[src/rtl/layer_output_serializer.sv]
// ============================================================================
// Module   : layer_output_serializer
// Brief    : Collects one layer's neuron activations and streams them, neuron 0
//            first, as the next layer's myinput/myinputValid word stream.
//            Optional argmax outputs enabled by macro SERIALIZER_ARGMAX_EN.
// Revision : 1.0 - initial release
// ============================================================================
`default_nettype none

module layer_output_serializer #(
   parameter int numNeurons = 30,
   parameter int dataWidth  = 16
) (
   input  logic                            clk,
   input  logic                            rst,
   input  logic [numNeurons*dataWidth-1:0] neuronOut,
   input  logic [numNeurons-1:0]           neuronValid,
   output logic [dataWidth-1:0]            outData,
   output logic                            outValid,
   output logic                            busy,
   output logic                            overrun
`ifdef SERIALIZER_ARGMAX_EN
   ,
   output logic [$clog2(numNeurons)-1:0]   maxIndex,
   output logic                            maxValid
`endif
);

   localparam int c_CW = $clog2(numNeurons);
   localparam logic [c_CW-1:0] c_LAST = c_CW'(numNeurons - 1);
   localparam logic [c_CW-1:0] c_ONE  = c_CW'(1);

   typedef enum logic [0:0] {
      ST_COLLECT = 1'b0,
      ST_SHIFT   = 1'b1
   } state_t;

   state_t                r_state;
   logic [c_CW-1:0]       r_cnt;
   logic [dataWidth-1:0]  r_cap   [numNeurons];
   logic [dataWidth-1:0]  r_shift [numNeurons];
   logic [numNeurons-1:0] r_captured;

   logic w_complete;
   logic w_last;
   logic w_transfer;
   logic [dataWidth-1:0] w_word;

   assign w_complete = &(r_captured | neuronValid);
   assign w_last     = (r_state == ST_SHIFT) && (r_cnt == c_LAST);
   // A ready vector only moves into the shift bank when that bank is free:
   // while idle, or on the edge that emits the final word of the current one.
   assign w_transfer = w_complete && ((r_state == ST_COLLECT) || w_last);
   assign w_word     = r_shift[r_cnt];

   // outValid covers the final word, which is emitted after the FSM has
   // already returned to COLLECT.
   assign busy = (|r_captured) | (r_state == ST_SHIFT) | outValid;

   always_ff @(posedge clk or posedge rst) begin
      if (rst) begin
         r_state    <= ST_COLLECT;
         r_cnt      <= '0;
         r_captured <= '0;
         outData    <= '0;
         outValid   <= 1'b0;
         overrun    <= 1'b0;
         for (int i = 0; i < numNeurons; i++) begin
            r_cap[i]   <= '0;
            r_shift[i] <= '0;
         end
      end else begin
         for (int i = 0; i < numNeurons; i++) begin
            if (w_transfer) begin
               r_shift[i]    <= neuronValid[i] ? neuronOut[i*dataWidth +: dataWidth] : r_cap[i];
               r_captured[i] <= 1'b0;
            end else if (neuronValid[i]) begin
               r_cap[i]      <= neuronOut[i*dataWidth +: dataWidth];
               r_captured[i] <= 1'b1;
            end
         end

         if (!w_transfer && |(neuronValid & r_captured)) begin
            overrun <= 1'b1;
         end

         case (r_state)
            ST_COLLECT: begin
               outValid <= 1'b0;
               if (w_transfer) begin
                  r_state <= ST_SHIFT;
                  r_cnt   <= '0;
               end
            end
            ST_SHIFT: begin
               outData  <= w_word;
               outValid <= 1'b1;
               if (w_last) begin
                  r_cnt   <= '0;
                  r_state <= w_complete ? ST_SHIFT : ST_COLLECT;
               end else begin
                  r_cnt <= r_cnt + c_ONE;
               end
            end
            default: begin
               r_state  <= ST_COLLECT;
               outValid <= 1'b0;
            end
         endcase
      end
   end

`ifdef SERIALIZER_ARGMAX_EN
   logic [dataWidth-1:0] r_run_max;
   logic [c_CW-1:0]      r_run_idx;
   logic                 r_done;

   // Strict greater-than keeps the lowest index on ties.
   always_ff @(posedge clk or posedge rst) begin
      if (rst) begin
         r_run_max <= '0;
         r_run_idx <= '0;
         r_done    <= 1'b0;
         maxIndex  <= '0;
         maxValid  <= 1'b0;
      end else begin
         r_done   <= w_last;
         maxValid <= r_done;
         if (r_done) begin
            maxIndex <= r_run_idx;
         end
         if (r_state == ST_SHIFT) begin
            if ((r_cnt == '0) || ($signed(w_word) > $signed(r_run_max))) begin
               r_run_max <= w_word;
               r_run_idx <= r_cnt;
            end
         end
      end
   end
`endif

endmodule

`default_nettype wire

[config.mk]
export PLATFORM = sky130hd
export DESIGN_NAME = layer_output_serializer
export DESIGN_NICKNAME = d
export VERILOG_FILES = /design/src/rtl/layer_output_serializer.sv
export SDC_FILE = /design/constraint.sdc
export NUM_CORES = 2
export LEC_CHECK = 0
export CAP_MARGIN = 10
export CORE_AREA = 2 2 314 316
export CTS_CLUSTER_DIAMETER = 80
export DETAILED_ROUTE_END_ITERATION = 16
export DIE_AREA = 0 0 316 318
export PLACE_DENSITY = 0.72
export SYNTH_ARGS = -nofsm -noshare
export SYNTH_HDL_FRONTEND = slang
export SYNTH_SLANG_ARGS = --single-unit
[constraint.sdc]
create_clock -name clk -period 41.6 [get_ports clk]
set_clock_uncertainty 0.05 [all_clocks]
set_input_delay 6.24 -clock clk [delete_from_list [all_inputs] [get_ports clk]]
set_output_delay 6.24 -clock clk [all_outputs]
set_load 0.1 [all_outputs]
---- Word level (Yosys, flattened, before mapping) ----
Cells that the tools add are included.
operators by class
  reduce and logical (&&, ||, !) cells .... 38
  multiplexer cells ....................... 101
  add/subtract/negate cells ............... 1
  magnitude comparators ................... 1
  bitwise gates (word level) .............. 6
  equality and inequality tests ........... 2
operator list
  cell                                                       count
  2-to-1 mux 16 bit                                          32
  binary-select mux 16 bit (select 5 bit)                    1
  2-to-1 mux 1 bit                                           63
  nonzero test 2 bit                                         30
  OR reduction 30 bit                                        2
  bitwise AND 30 bit                                         1
  bitwise OR 30 bit                                          1
  AND reduction 30 bit                                       1
  2-to-1 mux 5 bit                                           2
  case mux 5 bit (2 select lines)                            1
  greater-or-equal comparator 6 bit (second input constant)  1
  NOT 5 -> 6 bit                                             1
  adder 5 x 1 -> 5 bit (second input constant)               1
  == test 5 bit (second input constant)                      1
  case mux 1 bit (2 select lines)                            2
  logical AND 1 bit                                          3
  != test 2 bit (second input constant)                      1
  bitwise OR 1 bit                                           2
  logical NOT 1 bit                                          1
  logical OR 1 bit                                           1
  NOT 1 bit                                                  1
storage, ports and cells
  register bits ........................... 1014
  logic and storage cells ................. 244
  input bits .............................. 512

---- Logic depth before layout (Yosys ltp) ----
  word-level depth ........................ 6
  depth in mapped cells ................... 12
  depth with buffers taken out ............ 6

---- Worst setup path before layout ----
OpenSTA, ideal clock, no wires.
  path type ............................... input-to-reg
  start ................................... input port neuronValid[23]
  end ..................................... register r_shift[341] in the netlist's numbering
  buffers on the path ..................... 3
  stages .................................. 8
  setup slack ............................. 33.500 ns
  arrival time ............................ 7.926 ns
  library setup time ...................... 0.125 ns
  cells stage by stage .................... buf_2 nor2_1 nor4_1 nand4_1 nor3_2 buf_2 buf_2 mux2_2
on the way
  word-level cells in the longest chain between the ends .. 3
RTL lines
  element                        RTL line  text
  start, declared                17        input logic [numNeurons-1:0] neuronValid,
  bitwise OR 30 bit              49        assign w_complete = &(r_captured | neuronValid);
  AND reduction 30 bit           49
  logical AND 1 bit              53        assign w_transfer = w_complete && ((r_state == ST_COLLECT) || w_last);
  end signal, assigned by index  75        r_shift[i] <= neuronValid[i] ? neuronOut[i*dataWidth +: dataWidth] : r_cap[i];
  end, declared                  41        logic [dataWidth-1:0] r_shift [numNeurons];
No other way between the ends.
A chain may end at the register's enable or synchronous reset.

---- Worst setup path after layout ----
  start ................................... input port neuronValid[7]
  end ..................................... register r_shift[33] in the netlist's numbering
Same word-level chain as after synthesis.

==> flow_summary.yaml <==
clock_tree:
  cts.htree.levels: 3
  cts_num_sinks: 1014
  clockBufferDepth: 3
  cts_resized: 0
  cts_tree: "yes"
  cts-root-buf: "clkbuf_16"
  hold_buffers: 0
  worst_skew_pair.late_latency_ns: 0.67
  path_clk_slew_ns: 0.06
  cts_buffers: 107
  postCtsSetupBuffers: 0
floorplan:
  dieArea_sq_um: 100000
  initial_core_util_pct: 49.3
  core_sq_um: 97400
  die_h_microns: 318
  rows: 115
  die_w_microns: 316
  io_pins: 531
power_and_ir_drop:
  comb_power_share_pct: 11.6
  intPower_mw: 1.80
  p_clk_share_pct: 41.5
  power_leakage_nw: 24.7
  power_switching_mw: 0.603
  irDropWorstVdd_uv: 35.5
  power_density_nw_per_um2: 41.8
  p_sw_share_pct: 25.1
  power_frac_seq_pct: 46.9
worst_setup_path:
  cp.required_ns: 42.10
  cp_max_fo: 212
  cp-end-kind: "flop"
  cp-start-kind: "primary input"
  rr_startpoint: "r_cnt[0]$_DFFE_PP0P_"
  crit_type: "primary input to flop"
  cp.arrival_ns: 11.37
  r2r_slack_ns: 36.06
  rr_worst_depth: 8
  regToRegEndpoint: "r_shift[33]$_DFFE_PP0P_"
synthesis:
  ys_seq_area_share_pct: 52.8
  synthCells: 4188
  synth_edf_count: 0
  syn-num-nets: 4702
  async_reset_ff_share_pct: 100
  syn-cell-area_sq_um: 48100
  ys_warn_count: 0
  synth_area_per_cell_sq_um: 11.5
  synth-seq-cells: 1014
  synth_top_flop_cell: "dfrtp_1"
  yosysUniqueCellTypes: 45
detailed_routing:
  routed_wl_microns: 142000
  vias: 34411
  initialDrtViolationCount: 3319
  final_antenna_net_count: 0
  wl_per_cell_microns: 23.9
  vias_per_cell: 5.78
  firstDrtPassIters: 5
  drt_drc_violations_left: 0
layout:
  area_delta_synth_final_pct: 19.8
  fin_area_sq_um: 57600
  final_common_cell: "dfrtp_1"
  drive_above_1_share_pct: 20.3
  layout_common_cells: "1,012 x dfrtp_1, 529 x clkdlybuf4s50_1, 496 x mux2_2, 487 x nand2_1, 482 x inv_1"
  fillCellCount: 7854
  utilization_pct: 59.1
  nets: 5085
global_route:
  grt_max_degree: 222
  groute.usage.overall_pct: 28.1
  overflow: 0
  grt_pass1_vias: 34066
  grt_pass1_wl_microns: 213000
  antenna_found_initial: 11
sta:
  max_slew_margin_pct: 18.5
  min_period_ns: 10.87
  tightest_slew_ns: 1.22
  final-max-slew-violation-count: 0
  rsz0062_at_grt: "false"
  finalSetupViolations: 0
  fin_crit_sh_pct: 26.1
  setup_tns_ns: 0
  fmax_ghz: 0.0920
  hold_viol_final: 0
outcome:
  outcome: "completed"
hold_path:
  holdPathStages: 1
  min_path_type: "flop to flop"
  holdPathEnd: "overrun$_DFFE_PP0P_"
  min_from: "overrun$_DFFE_PP0P_"
place:
  port_buffers: 530
  hpwl_microns: 99500
  place.gp.congestion: 0.933
  place_area_sq_um: 53900
run:
  max_cap_viol_count: 0
==> worst max path at each step <==
stage / from / endpoint / slack [ns] / cells past startpoint
floorplan: rst / outData[0]$_DFFE_PP0P_ / 6.78 / 1
global placement: neuronValid[7] / r_shift[36]$_DFFE_PP0P_ / 29.94 / 10
detailed placement: neuronValid[7] / r_shift[84]$_DFFE_PP0P_ / 29.95 / 10
CTS: neuronValid[7] / r_shift[40]$_DFFE_PP0P_ / 30.65 / 10
global route: neuronValid[7] / r_shift[50]$_DFFE_PP0P_ / 30.32 / 10
finish: neuronValid[7] / r_shift[33]$_DFFE_PP0P_ / 30.73 / 10
==> power by group through the flow <==
| stage | logic [mW] | registers (mW) | clock network (mW) |
|---|---|---|---|
| 2_1_floorplan | 0.160 | 1.13 | 0 |
| 5_1_grt | 0.305 | 1.13 | 1.05 |
| 3_3_place_gp | 0.273 | 1.14 | 0 |
| 6_report | 0.279 | 1.13 | 0.998 |
| 4_1_cts | 0.281 | 1.12 | 1.01 |
| 3_5_place_dp | 0.280 | 1.14 | 0 |
==> registers in the layout (all words and copies together) (netlist names) <==
register and flops:
outValid 1, r_shift 480, r_cnt 5, r_cap 480, outData 16, r_state 1, r_captured 30, overrun 1
==> layer usage <==
metal  up-vias  share of wire, %  wire [microns]  global-route usage (%)
met5         -             0.016              23                       0
met4         4               3.3            4680                    9.42
met3       219               7.4           10600                    5.82
met2      1187                46           64700                    42.3
met1     17514                44           62100                    40.6
li1      15487                 -               -                       -
==> synthesized netlist by cell type (3+ instances only) <==
library cell | number | area share, %
buf_1 | 26 | 0.20
o21ai_0 | 481 | 5.0
o22ai_1 | 36 | 0.47
buf_6 | 9 | 0.21
nor4_1 | 20 | 0.26
mux2_2 | 496 | 12
or3_1 | 5 | 0.065
a221oi_1 | 17 | 0.31
nor3_1 | 18 | 0.19
a211oi_1 | 4 | 0.062
buf_4 | 80 | 1.2
a21oi_1 | 14 | 0.15
a22oi_1 | 13 | 0.20
o2bb2ai_2 | 70 | 2.2
dfrtp_1 | 1014 | 53
clkbuf_1 | 97 | 0.76
inv_1 | 483 | 3.8
o21a_1 | 13 | 0.20
nand2_1 | 487 | 3.8
mux4_2 | 96 | 4.5
nor2b_1 | 6 | 0.078
o31ai_4 | 27 | 1.2
o31ai_2 | 3 | 0.078
o2bb2ai_1 | 410 | 7.5
nor2_1 | 79 | 0.62
buf_2 | 104 | 1.1
mux2i_1 | 37 | 0.77
nand4_1 | 7 | 0.091
o221ai_1 | 12 | 0.22
nand3_1 | 5 | 0.052
==> critical path: stages <==
cell and delay (ns):
clkdlybuf4s50_1 0.45, buf_4 0.35, nor2_1 0.16, nor4_1 0.37, nand4_1 0.20, nor3_4 0.36
buf_12 0.67, buf_4 0.98, buf_4 1.00, mux2_2 0.43
==> logic make-up after synthesis <==
logic type / after synthesis / share of synthesized area [%]
adders and majority gates: 2 / 0.0520
xor gates and xnor gates: 1 / 0.0182
muxes: 629 / 16.9
AOI/OAI and AO/OA: 1105 / 17.6
and+or+nand+nor: 638 / 5.36
DFF: 1014 / 52.8
buffers and inverters: 799 / 7.27
==> through the flow <==
step	instances	total power [mW]	hold slack (ns)	setup WS, ns
after floorplan	4188	1.29	0.302	6.78
after global placement	5749	1.41	0.413	29.94
after detailed placement	5749	1.42	0.423	29.95
after CTS	5944	2.41	0.436	30.65
after global routing	5951	2.49	0.447	30.32
final	5952	2.40	0.432	30.73
==> area by class of cell <==
cell class              count  area, sq um  share of cell area (%)
flip-flops and latches   1014        25400                    44.1
multi-input cells        2375        19200                    33.4
repair buffers            590         5830                    10.1
clock buffers             152         3160                    5.48
inverters                 483         1820                    3.16
well taps                1287         1610                    2.80
clock inverters            43          527                   0.915
diodes                      8         20.0                  0.0348
(Power assumes the default switching activity.)
